## config.mk

```make
export PLATFORM = sky130hd
export DESIGN_NAME = cxs_tx_link_ctrl_flat
export DESIGN_NICKNAME = d
export VERILOG_FILES = /design/src/rtl/cxs_tx_link_ctrl_if.sv /design/src/rtl/cxs_tx_link_ctrl.sv /design/src/flat_wrapper.sv
export SDC_FILE = /design/constraint.sdc
export NUM_CORES = 1
export LEC_CHECK = 0
export ABC_CLOCK_PERIOD_IN_PS = 2500
export BUFFER_PORTS_ARGS = -buffer_cell sky130_fd_sc_hd__buf_2
export CELL_PAD_IN_SITES_DETAIL_PLACEMENT = 1
export CELL_PAD_IN_SITES_GLOBAL_PLACEMENT = 1
export CORE_AREA = 2 2 220 222
export DETAILED_ROUTE_END_ITERATION = 8
export DIE_AREA = 0 0 222 224
export PLACE_DENSITY_LB_ADDON = 0.1
export SLEW_MARGIN = 10
export SYNTH_ARGS = -nofsm -noshare
export SYNTH_HDL_FRONTEND = slang
export SYNTH_SLANG_ARGS = --single-unit
```

## constraint.sdc

```tcl
create_clock -name clk -period 2.5 [get_ports clk]
set_input_delay 0.125 -clock clk [delete_from_list [all_inputs] [get_ports clk]]
set_output_delay 0.125 -clock clk [all_outputs]
set_load 0.03 [all_outputs]
```

## src/rtl/cxs_tx_link_ctrl_if.sv

```systemverilog
// CXS TX pin bundle plus the flit-source handshake seen by the TX link controller.
// master = link controller side, slave = receiver / flit-source side.
interface cxs_tx_link_ctrl_if #(
  parameter int DATA_W = 256,
  parameter int CNTL_W = 14
);
  logic              CXS_ACTIVE_REQ_TX;
  logic              CXS_ACTIVE_ACK_TX;
  logic              CXS_DEACT_HINT_TX;
  logic              CXS_CRDGNT_TX;
  logic              CXS_CRDRTN_TX;
  logic              CXS_VALID_TX;
  logic [DATA_W-1:0] CXS_DATA_TX;
  logic [CNTL_W-1:0] CXS_CNTL_TX;
  logic              flit_valid;
  logic              flit_ready;
  logic [DATA_W-1:0] flit_data;
  logic [CNTL_W-1:0] flit_cntl;

  modport master (
    output CXS_ACTIVE_REQ_TX, CXS_CRDRTN_TX, CXS_VALID_TX, CXS_DATA_TX, CXS_CNTL_TX, flit_ready,
    input  CXS_ACTIVE_ACK_TX, CXS_DEACT_HINT_TX, CXS_CRDGNT_TX, flit_valid, flit_data, flit_cntl
  );

  modport slave (
    input  CXS_ACTIVE_REQ_TX, CXS_CRDRTN_TX, CXS_VALID_TX, CXS_DATA_TX, CXS_CNTL_TX, flit_ready,
    output CXS_ACTIVE_ACK_TX, CXS_DEACT_HINT_TX, CXS_CRDGNT_TX, flit_valid, flit_data, flit_cntl
  );
endinterface

```

## src/rtl/cxs_tx_link_ctrl.sv

```systemverilog
// CXS TX link controller: activation handshake, credit tracking, flit gating and
// credit return on deactivation.
module cxs_tx_link_ctrl #(
  parameter int CXS_DATA_FLIT_WIDTH = 256,
  parameter int CXS_CNTL_WIDTH      = 14,
  parameter int MAX_CREDITS         = 15
) (
  input  logic               clk,
  input  logic               reset,
  input  logic               link_en,
  cxs_tx_link_ctrl_if.master cxs,
  output logic [1:0]         link_state,
  output logic [3:0]         credit_cnt,
  output logic               proto_err
);

  typedef enum logic [1:0] {
    ST_STOP       = 2'd0,
    ST_ACTIVATE   = 2'd1,
    ST_RUN        = 2'd2,
    ST_DEACTIVATE = 2'd3
  } state_e;

  localparam logic [3:0] MAX_CR = 4'(MAX_CREDITS);

  state_e                         state, state_nxt;
  logic [3:0]                     credits, credits_nxt;
  logic                           err, err_nxt;
  logic                           req, req_nxt;
  logic                           rtn;
  logic                           valid;
  logic [CXS_DATA_FLIT_WIDTH-1:0] data;
  logic [CXS_CNTL_WIDTH-1:0]      cntl;
  logic                           ready, accept, ret, gnt_ok;

  // NOTE: sequential state uses non-blocking assignments so every flop samples
  // pre-edge values regardless of process evaluation order.
  always_ff @(posedge clk) begin
    if (reset) state <= ST_STOP;
    else       state <= state_nxt;
  end

  always_comb begin
    state_nxt = state;
    unique case (state)
      ST_STOP:       if (link_en && !cxs.CXS_DEACT_HINT_TX) state_nxt = ST_ACTIVATE;
      ST_ACTIVATE:   if (cxs.CXS_ACTIVE_ACK_TX)             state_nxt = ST_RUN;
      ST_RUN:        if (!link_en || cxs.CXS_DEACT_HINT_TX) state_nxt = ST_DEACTIVATE;
      ST_DEACTIVATE: if (!cxs.CXS_ACTIVE_ACK_TX && credits == 4'd0) state_nxt = ST_STOP;
      default:       state_nxt = ST_STOP;
    endcase
  end

  // NOTE: every output of this block gets a default first, so no path can
  // leave a value unassigned and infer a latch.
  always_comb begin
    ready       = (state == ST_RUN) && (credits != 4'd0);
    accept      = cxs.flit_valid && ready;
    ret         = (state == ST_DEACTIVATE) && (credits != 4'd0);
    gnt_ok      = cxs.CXS_CRDGNT_TX && (state != ST_STOP);
    req_nxt     = (state_nxt == ST_ACTIVATE) || (state_nxt == ST_RUN);
    credits_nxt = credits;
    err_nxt     = err;
    if (cxs.CXS_CRDGNT_TX && state == ST_STOP) err_nxt = 1'b1;
    // accept and return never coincide: they belong to different states
    if (gnt_ok && !(accept || ret)) begin
      if (credits == MAX_CR) err_nxt = 1'b1;
      else                   credits_nxt = credits + 4'd1;
    end else if (!gnt_ok && (accept || ret)) begin
      credits_nxt = credits - 4'd1;
    end
  end

  always_ff @(posedge clk) begin
    if (reset) begin
      credits <= 4'd0;
      err     <= 1'b0;
      req     <= 1'b0;
      rtn     <= 1'b0;
      valid   <= 1'b0;
      data    <= '0;
      cntl    <= '0;
    end else begin
      credits <= credits_nxt;
      err     <= err_nxt;
      req     <= req_nxt;
      rtn     <= ret;
      valid   <= accept;
      if (accept) begin
        data <= cxs.flit_data;
        cntl <= cxs.flit_cntl;
      end
    end
  end

  assign cxs.CXS_ACTIVE_REQ_TX = req;
  assign cxs.CXS_CRDRTN_TX     = rtn;
  assign cxs.CXS_VALID_TX      = valid;
  assign cxs.CXS_DATA_TX       = data;
  assign cxs.CXS_CNTL_TX       = cntl;
  assign cxs.flit_ready        = ready;
  assign link_state            = state;
  assign credit_cnt            = credits;
  assign proto_err             = err;

endmodule

```

## src/flat_wrapper.sv

```systemverilog
// flat-port wrapper written by rule: the top's interface ports become plain ports
module cxs_tx_link_ctrl_flat 
#(
  parameter int CXS_DATA_FLIT_WIDTH = 256,
  parameter int CXS_CNTL_WIDTH      = 14,
  parameter int MAX_CREDITS         = 15
)
  (clk, reset, link_en, link_state, credit_cnt, proto_err, cxs_CXS_ACTIVE_REQ_TX, cxs_CXS_CRDRTN_TX, cxs_CXS_VALID_TX, cxs_CXS_DATA_TX, cxs_CXS_CNTL_TX, cxs_flit_ready, cxs_CXS_ACTIVE_ACK_TX, cxs_CXS_DEACT_HINT_TX, cxs_CXS_CRDGNT_TX, cxs_flit_valid, cxs_flit_data, cxs_flit_cntl);
  cxs_tx_link_ctrl_if #(.DATA_W((256)), .CNTL_W((14))) cxs_i ();
  input  logic clk;
  input  logic reset;
  input  logic link_en;
  output logic [1:0] link_state;
  output logic [3:0] credit_cnt;
  output logic proto_err;
  output wire logic [$bits(cxs_i.CXS_ACTIVE_REQ_TX)-1:0] cxs_CXS_ACTIVE_REQ_TX;
  output wire logic [$bits(cxs_i.CXS_CRDRTN_TX)-1:0] cxs_CXS_CRDRTN_TX;
  output wire logic [$bits(cxs_i.CXS_VALID_TX)-1:0] cxs_CXS_VALID_TX;
  output wire logic [$bits(cxs_i.CXS_DATA_TX)-1:0] cxs_CXS_DATA_TX;
  output wire logic [$bits(cxs_i.CXS_CNTL_TX)-1:0] cxs_CXS_CNTL_TX;
  output wire logic [$bits(cxs_i.flit_ready)-1:0] cxs_flit_ready;
  input wire logic [$bits(cxs_i.CXS_ACTIVE_ACK_TX)-1:0] cxs_CXS_ACTIVE_ACK_TX;
  input wire logic [$bits(cxs_i.CXS_DEACT_HINT_TX)-1:0] cxs_CXS_DEACT_HINT_TX;
  input wire logic [$bits(cxs_i.CXS_CRDGNT_TX)-1:0] cxs_CXS_CRDGNT_TX;
  input wire logic [$bits(cxs_i.flit_valid)-1:0] cxs_flit_valid;
  input wire logic [$bits(cxs_i.flit_data)-1:0] cxs_flit_data;
  input wire logic [$bits(cxs_i.flit_cntl)-1:0] cxs_flit_cntl;
  assign cxs_CXS_ACTIVE_REQ_TX = cxs_i.CXS_ACTIVE_REQ_TX;
  assign cxs_CXS_CRDRTN_TX = cxs_i.CXS_CRDRTN_TX;
  assign cxs_CXS_VALID_TX = cxs_i.CXS_VALID_TX;
  assign cxs_CXS_DATA_TX = cxs_i.CXS_DATA_TX;
  assign cxs_CXS_CNTL_TX = cxs_i.CXS_CNTL_TX;
  assign cxs_flit_ready = cxs_i.flit_ready;
  assign cxs_i.CXS_ACTIVE_ACK_TX = cxs_CXS_ACTIVE_ACK_TX;
  assign cxs_i.CXS_DEACT_HINT_TX = cxs_CXS_DEACT_HINT_TX;
  assign cxs_i.CXS_CRDGNT_TX = cxs_CXS_CRDGNT_TX;
  assign cxs_i.flit_valid = cxs_flit_valid;
  assign cxs_i.flit_data = cxs_flit_data;
  assign cxs_i.flit_cntl = cxs_flit_cntl;
  cxs_tx_link_ctrl #(.CXS_DATA_FLIT_WIDTH(CXS_DATA_FLIT_WIDTH), .CXS_CNTL_WIDTH(CXS_CNTL_WIDTH), .MAX_CREDITS(MAX_CREDITS)) u_core (.clk(clk), .reset(reset), .link_en(link_en), .cxs(cxs_i), .link_state(link_state), .credit_cnt(credit_cnt), .proto_err(proto_err));
endmodule
```

==> flow_summary.toml <==
[critical_path]
crit_fanout = 5
crit_slowest_cell = "o41ai_2"
crit_family = "compound AO/OA/AOI/OAI gates"
timing.critical_path.cells = "o41ai_2, or2_2, nand2b_1, ha_1, a21oi_1, a211oi_1, mux2_2, o311ai_0"
end_kind = "flop"
crit_start = "u_core.credit_cnt[3]$_SDFFE_PP0P_"
path_class = "flop to flop"
r2r-start = "u_core.credit_cnt[3]$_SDFFE_PP0P_"
critical-path-max-stage-delay_ps = 370
path_buf_inv = 0
worstPathRequired_ps = 2920
worstSetupStartpointType = "flop"
arrival_ps = 2760

[final_layout]
layout_commonest_cell = "buf_2"
drive_gt1_share_pct = 30.87
nets = 2319
final_util_pct = 36.17
area_growth_pct = 72.07
final_cell_mix = "buf_2, nand2_1, dfxtp_1"
stdcell_area_sq_mm = 0.01712

[sta]
rsz0062_at_grt = "no"
max_freq_ghz = 0.4273
period_share_pct = 93.62
fin_setup_tns_ps = 0
worst_clock_skew_ps = 7.565
slew_violations = 0
worst_slew_pin_slew_ps = 606.6
fin_crit_ps = 2340
slew_headroom_pct = 59.56
setup_violations = 0
hold_slack_ps = 110.8
hold_viol_final = 0

[synth]
yosys_register_bits = 280
synth_fa_ha_area_share_pct = 0.4527
synth_warnings = 0
synth_compound_area_share_pct = 14.76
synth_xor_area_share_pct = 0.08802
synth_top_family_by_area = "simple AND/OR/NAND/NOR gates"
muxShareOfSynthArea_pct = 0.5407
synth_edf_count = 0
mappedNetlistArea_sq_mm = 0.009951
synth_ff_type = "dfxtp_1"
synth-simple-area-share_pct = 21.93
synthArstFlopShare_pct = 0
synth-seq-area-share_pct = 56.33
synth.net_count = 1517
synthCells = 1237
yosysUniqueCellTypes = 35
postSynthAreaPerCell_sq_um = 8.044

[placed_design]
place.port_buffers = 557
dpl-instance-area_sq_mm = 0.01327
gp_congestion = 0.7709
dp_hpwl_mm = 30.87

[drt]
vias = 11200
drtAntennaViolNets = 0
drt_pass1_iterations = 6
wl_per_cell_um = 16.66
drc = 0
routed_wl_mm = 44.55
viasPerCell = 4.190
drtIter0Drc = 484

[floorplan]
dieArea_sq_mm = 0.04973
row_count = 80
fp.dieW_um = 222
pin_count = 558
initial_core_util_pct = 21.02
die_h_um = 224
core-area_sq_mm = 0.04735

[global_routing]
antenna_found_initial = 2
grt_max_degree = 121
track_usage_pct = 17.26
grt_pass1_vias = 11750
gr-total-overflow = 0
grt_pass1_wl_mm = 67.93

[clock_tree]
numCtsBuffers = 36
cts_tree = "yes"
clock_path_buffers = 3
clk_pin_slew_ps = 60
clock_sinks = 280
clk-insertion-delay-late_ps = 530
h-tree-depth = 2
root_buffer = "clkbuf_16"

[power_and_ir_drop]
power_density_mw_per_mm2 = 655.8
p_int_w = 0.008316
switchingPower_w = 0.002912
ir_drop_v = 0.0004578
power_frac_seq_pct = 41.6
static-leakage-power_nw = 7.451
combinationalPowerShare_pct = 14.2
fin_total_pwr_w = 0.01123
clkPwrFrac_pct = 44.2
switching_share_pct = 25.94

[flow_run]
max-cap-violations = 0

[status]
status = "completed"

[worst_hold_path]
hold_start = "reset"
hold_path.class = "primary input to flop"
## cell usage after synthesis (2+ instances only)
| master | count | area [sq um] |
|---|---|---|
| dfxtp_1 | 280 | 5605 |
| mux2i_1 | 2 | 20.02 |
| nand2_1 | 541 | 2031 |
| nand3b_1 | 2 | 15.01 |
| nor2_1 | 8 | 30.03 |
| a21oi_1 | 276 | 1381 |
| o21ai_0 | 3 | 15.01 |
| buf_6 | 23 | 259.0 |
| ha_1 | 2 | 25.02 |
| inv_1 | 2 | 7.510 |
| buf_4 | 3 | 22.52 |
| clkbuf_1 | 32 | 120.1 |
| buf_2 | 34 | 170.2 |
| mux2_2 | 3 | 33.78 |
| nor2b_1 | 2 | 12.51 |
| nand2b_1 | 5 | 31.28 |
## repair_timing
| action | 4_1_cts | 5_1_grt |
|---|---|---|
| setup buffers | 0 | 0 |
| endpoints found under the hold margin | 274 | 0 |
| hold buffers | 275 | 0 |
| gates resized for setup | 0 | 0 |
## through the flow
stage	cells	setup slack (ps)
floorplan	1237	40.67
global placement	2341	213.7
detailed placement	2341	172.0
CTS	2672	162.8
global route	2674	8.141
finish	2674	159.6
## worst register-to-register path, stage by stage, from the launching register on
cell and delay, ps:
dfxtp_1 340, o41ai_2 370, or2_2 200, nand2b_1 120, ha_1 350, a21oi_1 90
a211oi_1 300, mux2_2 370, o311ai_0 80
## layout make-up
cell class	count	area [sq um]
Antenna cell	2	5.005
Fill cell	5790	30220
Clock inverter	1	30.03
Inverter	2	7.507
Multi-Input combinational cell	862	3767
Tap cell	615	769.5
Sequential cell	280	5605
Timing Repair Buffer	857	5874
Clock buffer	55	1064
## flip-flops by register name (all words and copies together), names as in the netlist
name / cells
u_core.cxs.CXS_ACTIVE_REQ_TX: 1
u_core.proto_err: 1
u_core.cxs.CXS_DATA_TX: 256
u_core.credit_cnt: 4
u_core.link_state: 2
u_core.cxs.CXS_CNTL_TX: 14
u_core.cxs.CXS_VALID_TX: 1
u_core.cxs.CXS_CRDRTN_TX: 1
## routing by layer
metal / global-route usage, % / part of all wire (%) / vias to the layer above
met5: 0 / 0 / -
met4: 7.890 / 3.9 / 0
met3: 4.604 / 6.4 / 89
met2: 30.08 / 49 / 333
met1: 19.76 / 41 / 5205
li1: - / - / 5576
## power by group through the flow
stage | combinational, W | clock [W] | sequential [W]
global placement | 0.00124 | 0 | 0.00476
finish | 0.00160 | 0.00496 | 0.00467
detailed placement | 0.00125 | 0 | 0.00477
CTS | 0.00162 | 0.00519 | 0.00467
global route | 0.00174 | 0.00535 | 0.00469
floorplan | 0.000445 | 0 | 0.00503
## worst paths after layout
| check | slack, ps | cells past startpoint | endpoint |
|---|---|---|---|
| max | 160 | 8 | u_core.credit_cnt[3]$_SDFFE_PP0P_ |
| min | 110 | 2 | u_core.cxs.CXS_VALID_TX$_SDFF_PP0_ |
| max reg2reg | 160 | 8 | u_core.credit_cnt[3]$_SDFFE_PP0P_ |
| min reg2reg | 450 | 2 | u_core.proto_err$_SDFF_PP0_ |
## cells by family (layout without fill, tap and decap cells)
kind of cell / Yosys count / count (layout)
adder cells (fa/ha/maj): 3 / 3
buffers and inverters: 95 / 915
multiplexers: 5 / 5
XOR/XNOR: 1 / 1
AO/OA/AOI/OAI: 287 / 287
other: 0 / 2
flip-flops: 280 / 280
AND/OR/NAND/NOR: 566 / 566
Power figures use the tool's default switching activity.
